`src/rtl/pin_change_capture.sv`:
```
// Purpose: synchronise probe pins, timestamp every change, queue {pins, ts} records in a FWFT FIFO.
// Latency: push SYNC_STAGES cycles after sampling (+FILTER_CYCLES with PIN_GLITCH_FILTER_EN); head visible one cycle after push.
// Backpressure: out_valid/out_ready; when full a record is dropped and overflow sticks until overflow_clr.
// Optional glitch filter enabled by defining PIN_GLITCH_FILTER_EN.
module pin_change_capture #(
    parameter int WIDTH         = 8,
    parameter int TS_WIDTH      = 32,
    parameter int DEPTH         = 16,
    parameter int SYNC_STAGES   = 2,
    parameter int FILTER_CYCLES = 4
) (
    input  logic                        clk,
    input  logic                        rst,
    input  logic [WIDTH-1:0]            pin_values,
    output logic [WIDTH+TS_WIDTH-1:0]   out_data,
    output logic                        out_valid,
    input  logic                        out_ready,
    output logic [$clog2(DEPTH):0]      fifo_level,
    output logic                        overflow,
    input  logic                        overflow_clr
);
    localparam int AW = $clog2(DEPTH);
    localparam int DW = WIDTH + TS_WIDTH;

    // Reject configurations the pointer arithmetic and synchroniser cannot support.
    if (DEPTH < 2 || (DEPTH & (DEPTH - 1)) != 0 || SYNC_STAGES < 2 || FILTER_CYCLES < 1) begin : g_param_check
        $error("pin_change_capture: illegal parameter set");
    end

    logic [WIDTH-1:0]    sync_q [SYNC_STAGES];
    logic [WIDTH-1:0]    synced;
    logic [WIDTH-1:0]    prev;
    logic [WIDTH-1:0]    nxt_prev;
    logic [TS_WIDTH-1:0] ts_cnt;
    logic                push_req;
    logic [DW-1:0]       push_rec;

    logic [DW-1:0]       mem [DEPTH];
    logic [AW:0]         wr_cnt;
    logic [AW:0]         rd_cnt;
    logic                full;
    logic                pop;
    logic                push_ok;
    logic                drop;

    assign synced = sync_q[SYNC_STAGES-1];

    // Metastability chain for the asynchronous probe pins.
    always_ff @(posedge clk) begin
        if (rst) begin
            for (int i = 0; i < SYNC_STAGES; i++) sync_q[i] <= '0;
        end else begin
            sync_q[0] <= pin_values;
            for (int i = 1; i < SYNC_STAGES; i++) sync_q[i] <= sync_q[i-1];
        end
    end

    // Free-running timestamp; wraps silently.
    always_ff @(posedge clk) begin
        if (rst) ts_cnt <= '0;
        else     ts_cnt <= ts_cnt + TS_WIDTH'(1);
    end

`ifdef PIN_GLITCH_FILTER_EN
    localparam int CW = $clog2(FILTER_CYCLES + 1);

    logic [WIDTH-1:0]    cand,    nxt_cand;
    logic [TS_WIDTH-1:0] cand_ts, nxt_cand_ts;
    logic [CW-1:0]       stab,    nxt_stab;
    logic                active,  nxt_active;

    // Candidate tracking: a change is only committed after it has held for FILTER_CYCLES cycles.
    always_comb begin
        push_req    = 1'b0;
        push_rec    = {cand, cand_ts};
        nxt_prev    = prev;
        nxt_cand    = cand;
        nxt_cand_ts = cand_ts;
        nxt_stab    = stab;
        nxt_active  = active;
        if (active && stab == CW'(FILTER_CYCLES)) begin
            push_req   = 1'b1;
            nxt_prev   = cand;
            nxt_active = 1'b0;
            nxt_stab   = '0;
        end else if (active) begin
            if (synced == prev) begin
                nxt_active = 1'b0;
                nxt_stab   = '0;
            end else if (synced != cand) begin
                nxt_cand    = synced;
                nxt_cand_ts = ts_cnt;
                nxt_stab    = CW'(1);
            end else begin
                nxt_stab = stab + CW'(1);
            end
        end else if (synced != prev) begin
            nxt_cand    = synced;
            nxt_cand_ts = ts_cnt;
            nxt_stab    = CW'(1);
            nxt_active  = 1'b1;
        end
    end

    // Filter state registers.
    always_ff @(posedge clk) begin
        if (rst) begin
            cand    <= '0;
            cand_ts <= '0;
            stab    <= '0;
            active  <= 1'b0;
        end else begin
            cand    <= nxt_cand;
            cand_ts <= nxt_cand_ts;
            stab    <= nxt_stab;
            active  <= nxt_active;
        end
    end
`else
    // Every synchronised change becomes a record stamped with the current cycle.
    always_comb begin
        push_req = (synced != prev);
        push_rec = {synced, ts_cnt};
        nxt_prev = synced;
    end
`endif

    // Last committed pin value; tracks changes even when the record is dropped.
    always_ff @(posedge clk) begin
        if (rst) prev <= '0;
        else     prev <= nxt_prev;
    end

    assign fifo_level = wr_cnt - rd_cnt;
    assign out_valid  = (fifo_level != '0);
    assign full       = (fifo_level == (AW+1)'(DEPTH));
    assign pop        = out_valid & out_ready;
    assign push_ok    = push_req & (~full | pop);
    assign drop       = push_req & full & ~pop;
    assign out_data   = mem[rd_cnt[AW-1:0]];

    // Record storage; contents are don't-care until written.
    always_ff @(posedge clk) begin
        if (push_ok) mem[wr_cnt[AW-1:0]] <= push_rec;
    end

    // Write/read counters; their difference is the occupancy.
    always_ff @(posedge clk) begin
        if (rst) begin
            wr_cnt <= '0;
            rd_cnt <= '0;
        end else begin
            if (push_ok) wr_cnt <= wr_cnt + (AW+1)'(1);
            if (pop)     rd_cnt <= rd_cnt + (AW+1)'(1);
        end
    end

    // Sticky overflow; a drop in the same cycle beats the clear.
    always_ff @(posedge clk) begin
        if (rst)               overflow <= 1'b0;
        else if (drop)         overflow <= 1'b1;
        else if (overflow_clr) overflow <= 1'b0;
    end
endmodule

```
`config.mk`:
```
export PLATFORM = sky130hd
export DESIGN_NAME = pin_change_capture
export DESIGN_NICKNAME = d
export VERILOG_FILES = /design/src/rtl/pin_change_capture.sv
export SDC_FILE = /design/constraint.sdc
export NUM_CORES = 1
export LEC_CHECK = 0
export BUFFER_PORTS_ARGS = -buffer_cell sky130_fd_sc_hd__clkbuf_2
export CAP_MARGIN = 20
export CORE_ASPECT_RATIO = 1.5
export CORE_MARGIN = 1.5
export CORE_UTILIZATION = 45
export CTS_CLUSTER_DIAMETER = 80
export DETAILED_ROUTE_END_ITERATION = 12
export HOLD_SLACK_MARGIN = 0.15
export PLACE_DENSITY_LB_ADDON = 0.25
export SKIP_CTS_REPAIR_TIMING = 1
export SYNTH_ARGS = -nofsm -noshare
export SYNTH_HDL_FRONTEND = slang
export SYNTH_SLANG_ARGS = --single-unit
```
`constraint.sdc`:
```
create_clock -name clk -period 7.71 [get_ports clk]
set_input_delay 2.313 -clock clk [delete_from_list [all_inputs] [get_ports clk]]
set_output_delay 2.313 -clock clk [all_outputs]
set_load 0.02 [all_outputs]
```
Word-level counts from Yosys, hierarchy flattened
Memory sizes are Yosys's and may differ from the RTL's. A register that Yosys moved wholly into a read port is not among the register bits.
Index checks and enable logic that the tools add are counted.
{"block": "word_totals", "ramBits": 656, "mem_count": 2, "regBits": 51, "input_bits": 12, "word_cells": 35}
{"block": "op_classes", "n_eq_ne": 2, "reduce_logical": 2, "add_sub_neg": 4, "muxes": 11, "n_bitwise": 9}
{"name": "mem", "words": 16, "word_bits": 40, "rd": 1, "rd_clocked_by_memory_dff": 1, "write_ports": 1, "line_no": "38", "rtl": "logic [DW-1:0] mem [DEPTH];"}
{"name": "sync_q", "words": 2, "word_bits": 8, "rd": 2, "rd_clocked_by_memory_dff": 0, "write_ports": 2, "line_no": "30", "rtl": "logic [WIDTH-1:0] sync_q [SYNC_STAGES];"}
{"cell": "adder 32 x 1 -> 32 bit, second input constant", "n": 1}
{"cell": "two-way mux 8 bit", "n": 2}
{"cell": "adder 5 x 1 -> 5 bit, second input constant", "n": 2}
{"cell": "two-way mux 4 bit", "n": 2}
{"cell": "inequality test 8 bit", "n": 1}
{"cell": "two-way mux 1 bit", "n": 7}
{"cell": "== test 5 bit, second input constant", "n": 1}
{"cell": "nonzero test 5 bit", "n": 1}
{"cell": "subtractor 5 bit", "n": 1}
{"cell": "bitwise AND 1 bit", "n": 4}
{"cell": "OR 1 bit", "n": 3}
{"cell": "inverter 1 bit", "n": 2}
{"cell": "nonzero test 2 bit", "n": 1}

Depth between registers and ports, before layout
Gate-level depths: netlist of the first run.
{"block": "logic_depth", "ltp_word": 7, "mapped_depth": 10}

Least setup slack after synthesis of the first run
Ideal clock, no wire load.
{"block": "synth_timing", "kind": "input to register", "startpoint": "in out_ready", "endpoint": "reg wr_cnt[4]", "required_ns": 7.586, "n_path_buf": 0, "t_arrival_ns": 6.154, "path_slack_ns": 1.432, "path_stages": 5, "path_cell_list": "inv_1 > nand2_1 > mux2i_1 > a211oi_1 > mux2_2"}
{"block": "synth_via", "elab_chain_cells": 3}
{"element": "from (decl)", "line_no": "17", "rtl": "input logic out_ready,"}
{"element": "bitwise AND 1 bit", "line_no": "137", "rtl": "assign pop = out_valid & out_ready;"}
{"element": "OR 1 bit", "line_no": "138", "rtl": "assign push_ok = push_req & (~full | pop);"}
{"element": "bitwise AND 1 bit", "line_no": "138"}
{"element": "to (signal assigned)", "line_no": "153", "rtl": "if (push_ok) wr_cnt <= wr_cnt + (AW+1)'(1);"}
{"element": "to (decl)", "line_no": "39", "rtl": "logic [AW:0] wr_cnt;"}
No other way between the ends.
A chain may end at the register's enable or synchronous reset.

==> impl_metrics.yaml, run 1 <==
run_status:
  outcome: "complete, no violations"
worst_setup_path:
  worstPathMaxFanout: 57
  timing.critical_path.from_type: "flop"
  critical-path-top-delay-family: "flip-flops"
  cpMostUsedCell: "mux4_2"
  worstReg2RegStart: "wr_cnt[0]"
  critPathSlowestCell: "dfxtp_4"
  critPathKind: "reg -> out"
  worstPathArrival_ps: 3380
  crit_required_ps: 5400
  worstPathBufferInverterCount: 2
  critical_path.endpoint_type: "primary output"
  cp_cell_sequence: "buf_4 > mux4_2 > mux4_2 > clkbuf_2"
  slowest_delay_ps: 960
hold_path:
  worstHoldPathType: "reg -> reg"
  timing.hold.worst.start: "sync_q[0][4]"
global_route:
  grt_overflow_total: 0
  grt_max_degree: 78
  grt_antenna_before_repair: 0
  first_pass_grt_wire_length_um: 83790
  grt_pass1_vias: 12730
  global_route.usage.total: 0.1881
routing:
  drt_wl_total_um: 56500
  wire_per_inst_um: 26.42
  route.vias.total: 12060
  drt-initial-drc-count: 1052
  detail-route-antenna-nets: 0
  drtPass1Iterations: 5
  drt_drc_violations_left: 0
  routed_via_density: 5.638
place:
  detailed_place_hpwl_um: 30020
  dp_worst_setup_slack_ps: 2419
  io_buffer_count: 58
  gp_congestion: 0.7298
sta:
  final.period_utilization: 0.7380
  report.final.slew_viol_count: 0
  worstMarginPinSlew_ps: 1101
  finalWorstSetupSlack_ps: 2020
  timing.fmax_mhz: 175.8
  finalSetupTns_ps: 0
  finalHoldViolCount: 0
  setup_viol: 0
  crit_path_time_final_ps: 5690
  final.setup_skew_ps: 29.55
  slew-limit-headroom: 0.2659
  grt_setup_unrepaired: "false"
layout:
  syn_to_layout_area_delta_pct: 12.76
  final_net_count: 1332
  drive_gt1_frac: 0.3040
  antenna_cells: 0
  fill_cells: 4662
synthesis:
  synth_cells: 1217
  syn-mean-instance-area_um2: 22.21
  postSynthRegisterBits: 711
  ys_top_cells_by_area: "edfxtp_1 71%, mux4_2 17%, dfxtp_1 5.3%"
  synth_top_cell_area_share: 0.7110
  async_flop_share: 0
  synthesis.area_um2: 27030
  synth.yosys.seq_area_share: 0.7636
  postSynth.topFlopCell: "edfxtp_1"
  synth-edff-count: 640
  yosysWarningCount: 0
  mappedNetlistNets: 1240
  synthDistinctLibCells: 37
  post-synth-top-area-cell: "edfxtp_1"
power:
  vdd_drop_max_v: 0.0002424
  pwr_density_cell_nw_per_um2: 330.0
  static-leakage-power_uw: 0.009734
cts:
  clk_pin_slew_worst_paths_ps: 70
  worst_skew_pair.late_latency_ps: 620
  ctsHtreeMaxLevel: 2
  cts.sinks: 711
  tritoncts.num_buffers: 61
  tritoncts: "yes"
  cts_root_buf: "clkbuf_16"
  clock_buffer_depth: 3
floorplanning:
  fp.dieW_um: 203.1
  overall_die_height_um: 303.2
  core-area_um2: 59190
  row_count: 109
  start_util: 0.4567
  die_area_um2: 61580
  boundaryPins: 59
job:
  maxCapViolations: 0
[cells by family after synthesis]
logic type               count (synthesis)  share of synthesized area
XOR/XNOR                                38                    0.01231
buffers and inverters                   67                    0.01018
adder cells (fa/ha/maj)                 11                   0.005370
flip-flops                             711                     0.7636
AO/OA/AOI/OAI                           22                   0.004721
AND/OR/NAND/NOR                        155                    0.03189
multiplexers                           213                     0.1719
[path summary, 6_finish.rpt]
kind	cells past startpoint	to	slack, ps
worst max-delay path	4	out_data[4]	2020
worst min-delay path	1	sync_q[0][12]	440
worst max register to register	10	mem[13][37]	3320
worst min register to register	1	sync_q[0][12]	440
[power by group]
group | leakage [uW] | switching (uW) | internal, uW
clock | 0.00106 | 1360 | 1870
combinational | 0.00213 | 1140 | 1030
sequential | 0.00655 | 193 | 4470
total | 0.00973 | 2690 | 7360
[area by class of cell]
cell class	count	area [um2]	area share
inverters	11	41.29	0.001355
repair buffers	85	528.0	0.01732
multi-input cells	439	6146	0.2017
flip-flops and latches	711	20650	0.6776
well taps	777	972.2	0.03190
clock buffers	83	1720	0.05645
clock inverters	33	417.9	0.01371
[synthesized netlist by cell type (3+ instances only)]
cell / number
a21oi_1: 12
and2_1: 5
and3_1: 14
and4_1: 3
buf_1: 8
buf_2: 19
clkbuf_1: 29
dfxtp_1: 71
edfxtp_1: 640
ha_1: 10
inv_1: 11
mux2_2: 10
mux2i_1: 3
mux4_2: 200
nand2_1: 16
nand2b_1: 5
nand3_1: 10
nand4_1: 14
nor2_1: 41
nor2b_1: 32
o21ai_0: 6
or3_1: 4
xnor2_1: 15
xor2_1: 23
[routing by layer]
layer,GRT usage,vias up,share of wire
met4,0.04974,0,0.021
li1,-,5219,-
met2,0.3281,300,0.52
met5,0,-,0
met3,0.02067,74,0.044
met1,0.2539,6467,0.41
[metrics by stage]
stage	area, um2	utilization	total power, uW	instances	hold slack, ps
3_5_place_dp	28330	0.4787	6978	2022	423.1
6_report	30480	0.5149	10060	2139	435.6
2_1_floorplan	27030	-	6248	1217	413.8
5_1_grt	30480	0.5149	10420	2139	457.8
4_1_cts	30470	0.5148	10180	2138	440.3
3_3_place_gp	28330	0.4787	6958	2022	421.2
[sequential cells by signal, indices dropped and copies added (netlist names), named ones only]
| name | count |
|---|---|
| mem | 640 |
| ts_cnt | 32 |
| sync_q | 16 |
| prev | 8 |
| rd_cnt | 5 |
| wr_cnt | 5 |
| overflow | 1 |
[placed cells by master, fill, tap and decap left out, types with 11 or more instances in the layout]
cell type,instances
a21oi_1,12
and3_2,12
buf_4,23
clkbuf_16,61
clkbuf_2,58
clkbuf_8,11
dfxtp_1,67
edfxtp_1,640
inv_1,15
mux4_2,200
nand2_1,16
nand4_1,14
nor2_1,41
nor2b_1,32
xnor2_1,15
xor2_1,23
Note: power is estimated with default switching activity, not from simulation.
==> inputs of run 2 (changes only) <==
clock period = 5.05 ns   (was 7.71 ns; I/O delays follow)
==> run 2 against run 1 <==
Worst setup slack got worse by 1400 ps. Wire length down 1.4%. Combinational power up 59%. Utilization increased by 0.29 points. Critical path depth unchanged. Register-to-register slack got worse by 2300 ps. Largest power group unchanged.
==> impl_metrics.yaml, run 2 (synthesis gave the netlist of run 1 again) <==
worst_setup_path:
  worstReg2RegStart: "wr_cnt[0]"
  cpMostUsedCell: "mux4_2"
  worstPathMaxFanout: 38
  reg2reg_to: "mem[2][6]"
  crit_required_ps: 3540
  timing.critical_path.from_type: "flop"
  setup_slack_on_the_worst_flop_to_flop_path_ps: 1030
  cp_cell_sequence: "buf_12 > mux4_2 > mux4_2 > clkbuf_2"
  worstPathArrival_ps: 2940
  critical-path-top-delay-family: "multiplexers"
  ff2ff_path_depth: 10
  slowest_delay_ps: 690
  critical_path.endpoint_type: "primary output"
  critPathKind: "reg -> out"
  worstPathBufferInverterCount: 2
  critPathSlowestCell: "dfxtp_4"
place:
  io_buffer_count: 58
  detailed_place_hpwl_um: 30380
  gp_congestion: 0.7081
  dp_worst_setup_slack_ps: 980.4
routing:
  detail-route-antenna-nets: 0
  wire_per_inst_um: 25.97
  drt_wl_total_um: 55700
  routed_via_density: 5.676
  drtPass1Iterations: 5
  drt-initial-drc-count: 1002
  drt_drc_violations_left: 0
  route.vias.total: 12175
layout:
  fill_cells: 4660
  final_net_count: 1340
  layout_common_cells: "640 x edfxtp_1, 200 x mux4_2, 67 x dfxtp_1"
  layout.cells.most_common: "edfxtp_1"
  drive_gt1_frac: 0.3063
  multi_input_area_um2: 6146
  layout.area.seq_um2: 20650
  antenna_cells: 0
  syn_to_layout_area_delta_pct: 13.39
  largest_register_ffs: 640
floorplanning:
  core-area_um2: 59190
  die_area_um2: 61580
  boundaryPins: 59
  overall_die_height_um: 303.2
  fp.dieW_um: 203.1
  start_util: 0.4567
  row_count: 109
power:
  pwr_density_cell_nw_per_um2: 496.2
  vdd_drop_max_v: 0.0003514
  static-leakage-power_uw: 0.009749
cts:
  cts_root_buf: "clkbuf_16"
  worst_skew_pair.late_latency_ps: 620
  tritoncts: "yes"
  cts.sinks: 711
  clock_buffer_depth: 3
  clk_pin_slew_worst_paths_ps: 70
  tritoncts.num_buffers: 61
  ctsHtreeMaxLevel: 2
run_status:
  outcome: "complete, no violations"
global_route:
  grt_pass1_vias: 12856
  grt_max_degree: 52
  grt_overflow_total: 0
  global_route.usage.total: 0.1859
  first_pass_grt_wire_length_um: 83190
  grt_antenna_before_repair: 0
sta:
  finalSetupTns_ps: 0
  report.final.slew_viol_count: 0
  setup_viol: 0
  final.setup_skew_ps: 26.90
  timing.fmax_mhz: 224.2
  finalWorstSetupSlack_ps: 590.5
  finalHoldViolCount: 0
  worstMarginPinSlew_ps: 984.9
  grt_setup_unrepaired: "false"
  slew-limit-headroom: 0.3413
  final.period_utilization: 0.8831
  crit_path_time_final_ps: 4459
hold_path:
  worstHoldPathType: "reg -> reg"
  worst_hold_path.num_cells: 1
  hold-path-endpoint: "sync_q[0][10]"
  timing.hold.worst.start: "sync_q[0][2]"
job:
  maxCapViolations: 0
## run 2: cell types whose count changed in the layout (fill, tap and decap cells not counted), moves of 2 or more
cell,previous run,this run
inv_6,3,1
clkinvlp_4,1,4
buf_12,3,21
clkbuf_1,10,15
buf_4,23,14
clkbuf_8,11,2
inv_1,15,11
clkinv_2,3,10
clkinv_4,2,0
## run 2: how the worst max path moves through the flow
stage	from	depth (start not counted)	endpoint	slack, ps
floorplan	wr_cnt[0]	9	wr_cnt[4]	810
CTS	flop	4	out_data[8]	480
global placement	out_ready	7	mem[2][1]	960
detailed placement	out_ready	7	mem[2][7]	980
global route	flop	4	out_data[8]	430
finish	flop	4	out_data[8]	590
## run 2: through the flow
stage / area, um2 / power, uW / hold slack, ps / utilization / instances
global placement: 28630 / 10680 / 415.5 / 0.4837 / 2031
detailed placement: 28630 / 10710 / 420.4 / 0.4837 / 2031
finish: 30650 / 15210 / 430.6 / 0.5178 / 2145
CTS: 30650 / 15420 / 431.1 / 0.5178 / 2145
floorplan: 27030 / 9542 / 413.8 / - / 1217
global route: 30650 / 15790 / 447.7 / 0.5178 / 2145
## run 2: power by group
| part | switching [uW] | leakage, uW | internal, uW | total (uW) |
|---|---|---|---|---|
| Combinational | 1810 | 0.00222 | 1640 | 3450 |
| Sequential | 213 | 0.00655 | 6820 | 7030 |
| Clock | 2060 | 0.000975 | 2670 | 4730 |
## run 2: area by class of cell
cell class                 count  area share
sequential                   711      0.6738
multi-input combinational    439      0.2005
clock buffer                  78     0.05254
tap                          777     0.03172
timing repair buffer          93     0.02662
clock inverter                36     0.01343
inverter                      11    0.001347
## run 2: metal layers
metal,vias up,part of all wire,track usage
met3,75,0.044,0.02324
met4,0,0.017,0.04250
met5,-,0,0
met1,6560,0.41,0.2493
li1,5239,-,-
met2,301,0.52,0.3270
## run 2: worst register-to-register path: stages, from the launching register on
cell	delay, ps
dfxtp_1	350
inv_1	150
ha_1	190
inv_1	60
fa_1	400
a21o_1	170
a21oi_1	260
mux2i_1	260
a21oi_1	770
and3_2	750
buf_12	320
==> inputs of run 3 (changes only) <==
ABC_AREA = 1   (was default)
RECOVER_POWER = 100   (was default)
==> run 3 against run 2 <==
The flow now finishes with violations (capacitance limit, slew limit). Sequential power is 2% lower. Clock power rose by 8.2%. Synthesized cell count is 78% higher. Cell count increased by 43%. Cell area up 5.1%. Combinational power decreased by 4%. Critical path type is now reg -> reg.
==> impl_metrics.yaml, run 3 <==
synthesis:
  async_flop_share: 0
  most_numerous_cell_types_in_the_synthesized_netlist: "640 x edfxtp_1, 237 x inv_1, 195 x a21oi_1, 178 x o21ai_0"
  postSynth.topFlopCell: "edfxtp_1"
  synth.most_common_cell: "edfxtp_1"
  synth_cells: 2165
  post-synth-top-area-cell: "edfxtp_1"
  mappedNetlistNets: 2188
  synth.yosys.seq_area_share: 0.7148
  synth_top_cell_area_share: 0.6655
  syn-mean-instance-area_um2: 13.34
  synth-edff-count: 640
  synthDistinctLibCells: 41
  postSynthRegisterBits: 711
  yosysWarningCount: 0
  ys_top_cells_by_area: "edfxtp_1 67%, mux2i_1 5.5%, dfxtp_1 4.9%"
  synthesis.area_um2: 28880
cts:
  cts_root_buf: "clkbuf_16"
  clk_pin_slew_worst_paths_ps: 70
  clock_buffer_depth: 3
  worst_skew_pair.late_latency_ps: 610
  ctsHtreeMaxLevel: 3
  cts.sinks: 711
  tritoncts.num_buffers: 67
  tritoncts: "yes"
run_status:
  outcome: "complete, but fails checks"
  violated_checks: "capacitance limit, slew limit"
floorplanning:
  core-area_um2: 63340
  die_area_um2: 65730
  row_count: 113
  start_util: 0.4559
  boundaryPins: 59
  fp.dieW_um: 209.8
  overall_die_height_um: 313.3
worst_setup_path:
  critical_path.endpoint_type: "flop"
  worstPathBufferInverterCount: 4
  cpMostUsedCell: "nand2_1"
  critPathSlowestCell: "nor2_1"
  critPathKind: "reg -> reg"
  crit_required_ps: 5320
  cp_cell_sequence: "inv_1 > ha_1 > inv_1 > fa_1 > xor2_1 > nand2b_1 > nor2_1 > nand2_1 > nand2_1 > clkinvlp_2 > nand2_1 > nor2_1 > buf_4"
  worstPathMaxFanout: 17
  worstSetupStartpoint: "wr_cnt[0]"
  timing.critical_path.from_type: "flop"
  worstPathArrival_ps: 4760
  worstReg2RegStart: "wr_cnt[0]"
  slowest_delay_ps: 1210
  critical-path-top-delay-family: "simple AND/OR/NAND/NOR gates"
routing:
  drt_drc_violations_left: 0
  drt_wl_total_um: 70880
  drt-initial-drc-count: 1337
  routed_via_density: 5.612
  detail-route-antenna-nets: 0
  wire_per_inst_um: 23.07
  route.vias.total: 17240
  drtPass1Iterations: 5
global_route:
  grt_overflow_total: 0
  grt_antenna_before_repair: 0
  grt_max_degree: 161
  first_pass_grt_wire_length_um: 106800
  grt_pass1_vias: 17518
  global_route.usage.total: 0.2178
power:
  pwr_density_cell_nw_per_um2: 475.5
  static-leakage-power_uw: 0.01107
  cellInternalPower_uw: 10740
  pwr-share-seq: 0.449
  vdd_drop_max_v: 0.0003388
  part_of_the_power_in_combinational_logic: 0.217
  power.net_switching_uw: 4584
  power_frac_clock: 0.334
  power.share.switching: 0.2992
hold_path:
  worstHoldPathType: "reg -> reg"
  timing.hold.worst.start: "sync_q[0][2]"
layout:
  layout_common_cells: "640 x edfxtp_1, 236 x inv_1, 195 x a21oi_1"
  syn_to_layout_area_delta_pct: 11.57
  antenna_cells: 0
  final_net_count: 2236
  drive_gt1_frac: 0.08734
  largest_register_ffs: 640
  layout.cells.most_common: "edfxtp_1"
sta:
  finalWorstSetupSlack_ps: 557.1
  slew-limit-headroom: -0.4352
  report.final.slew_viol_count: 313
  worstMarginPinSlew_ps: 2153
  setup_viol: 0
  finalSetupTns_ps: 0
  final.period_utilization: 0.8897
  grt_setup_unrepaired: "false"
  timing.fmax_mhz: 222.6
  finalHoldViolCount: 0
  crit_path_time_final_ps: 4493
  final.setup_skew_ps: 20.39
place:
  gp_congestion: 0.8052
  detailed_place_hpwl_um: 39330
  dp_worst_setup_slack_ps: 1375
  io_buffer_count: 58
job:
  maxCapViolations: 11
## run 3: changes by cell type in the layout (fill, tap and decap cells not counted), sizes merged, moves of 60 or more
cell,change
inv,+229
nand2,+128
a21oi,+183
o21ai,+199
mux4,-200
o211ai,+160
mux2i,+157
nand3,+60
## run 3: power by group through the flow
stage | Sequential, uW | Combinational, uW | Clock, uW
after floorplan | 6920 | 2410 | 0
after global placement | 6990 | 3410 | 0
after detailed placement | 7000 | 3440 | 0
after CTS | 6870 | 3450 | 5210
after global routing | 6910 | 3620 | 5420
final | 6880 | 3320 | 5120
## run 3: area by class of cell
class | count | area [um2]
multi-input combinational | 1091 | 6708
sequential | 711 | 20650
fill | 5366 | 31120
clock inverter | 37 | 369.1
inverter | 240 | 904.6
clock buffer | 86 | 1873
timing repair buffer | 102 | 703.2
tap | 805 | 1007
## run 3: worst min-delay path, cell delays in order (launching register included)
cell and delay, ps:
dfxtp_1 300, inv_1 40, nor2_1 30
## run 3: per-layer routing
metal / global-route usage / up-vias / wire length [um] / share of wire
met5: 0 / - / 0 / 0
met4: 0.07832 / 0 / 2007 / 0.028
met3: 0.02916 / 125 / 3214 / 0.045
met2: 0.3994 / 469 / 37540 / 0.53
met1: 0.2605 / 8660 / 28120 / 0.40
li1: - / 7986 / - / -
## run 3: stage by stage
| stage | power [uW] | util | cells | area [um2] | hold WS (ps) |
|---|---|---|---|---|---|
| after floorplan | 9332 | - | 2165 | 28880 | 388.3 |
| after global placement | 10390 | 0.4765 | 2949 | 30180 | 402.2 |
| after detailed placement | 10440 | 0.4765 | 2949 | 30180 | 396.1 |
| after CTS | 15540 | 0.5119 | 3072 | 32420 | 413.2 |
| after global routing | 15950 | 0.5086 | 3072 | 32220 | 433.2 |
| final | 15320 | 0.5086 | 3072 | 32220 | 412.0 |
## run 3: final timing paths
| check | to | slack [ps] | cells after the start |
|---|---|---|---|
| worst max register to register | mem[13][25] | 560 | 13 |
| worst min-delay path | sync_q[0][10] | 410 | 2 |
| worst min register to register | sync_q[0][10] | 410 | 2 |
| worst max-delay path | mem[13][25] | 560 | 13 |
## run 3: kinds of logic (layout without fill, tap and decap cells)
kind of cell    Yosys count  count (layout)  share of synthesized area
flops                   711             711                     0.7148
compound gates          564             564                     0.1120
buf+inv                 363             465                    0.05416
simple gates            343             343                    0.05468
mux                     160             160                    0.05546
xor+xnor                 13              13                   0.003943
fa+ha+maj                11              11                   0.005026
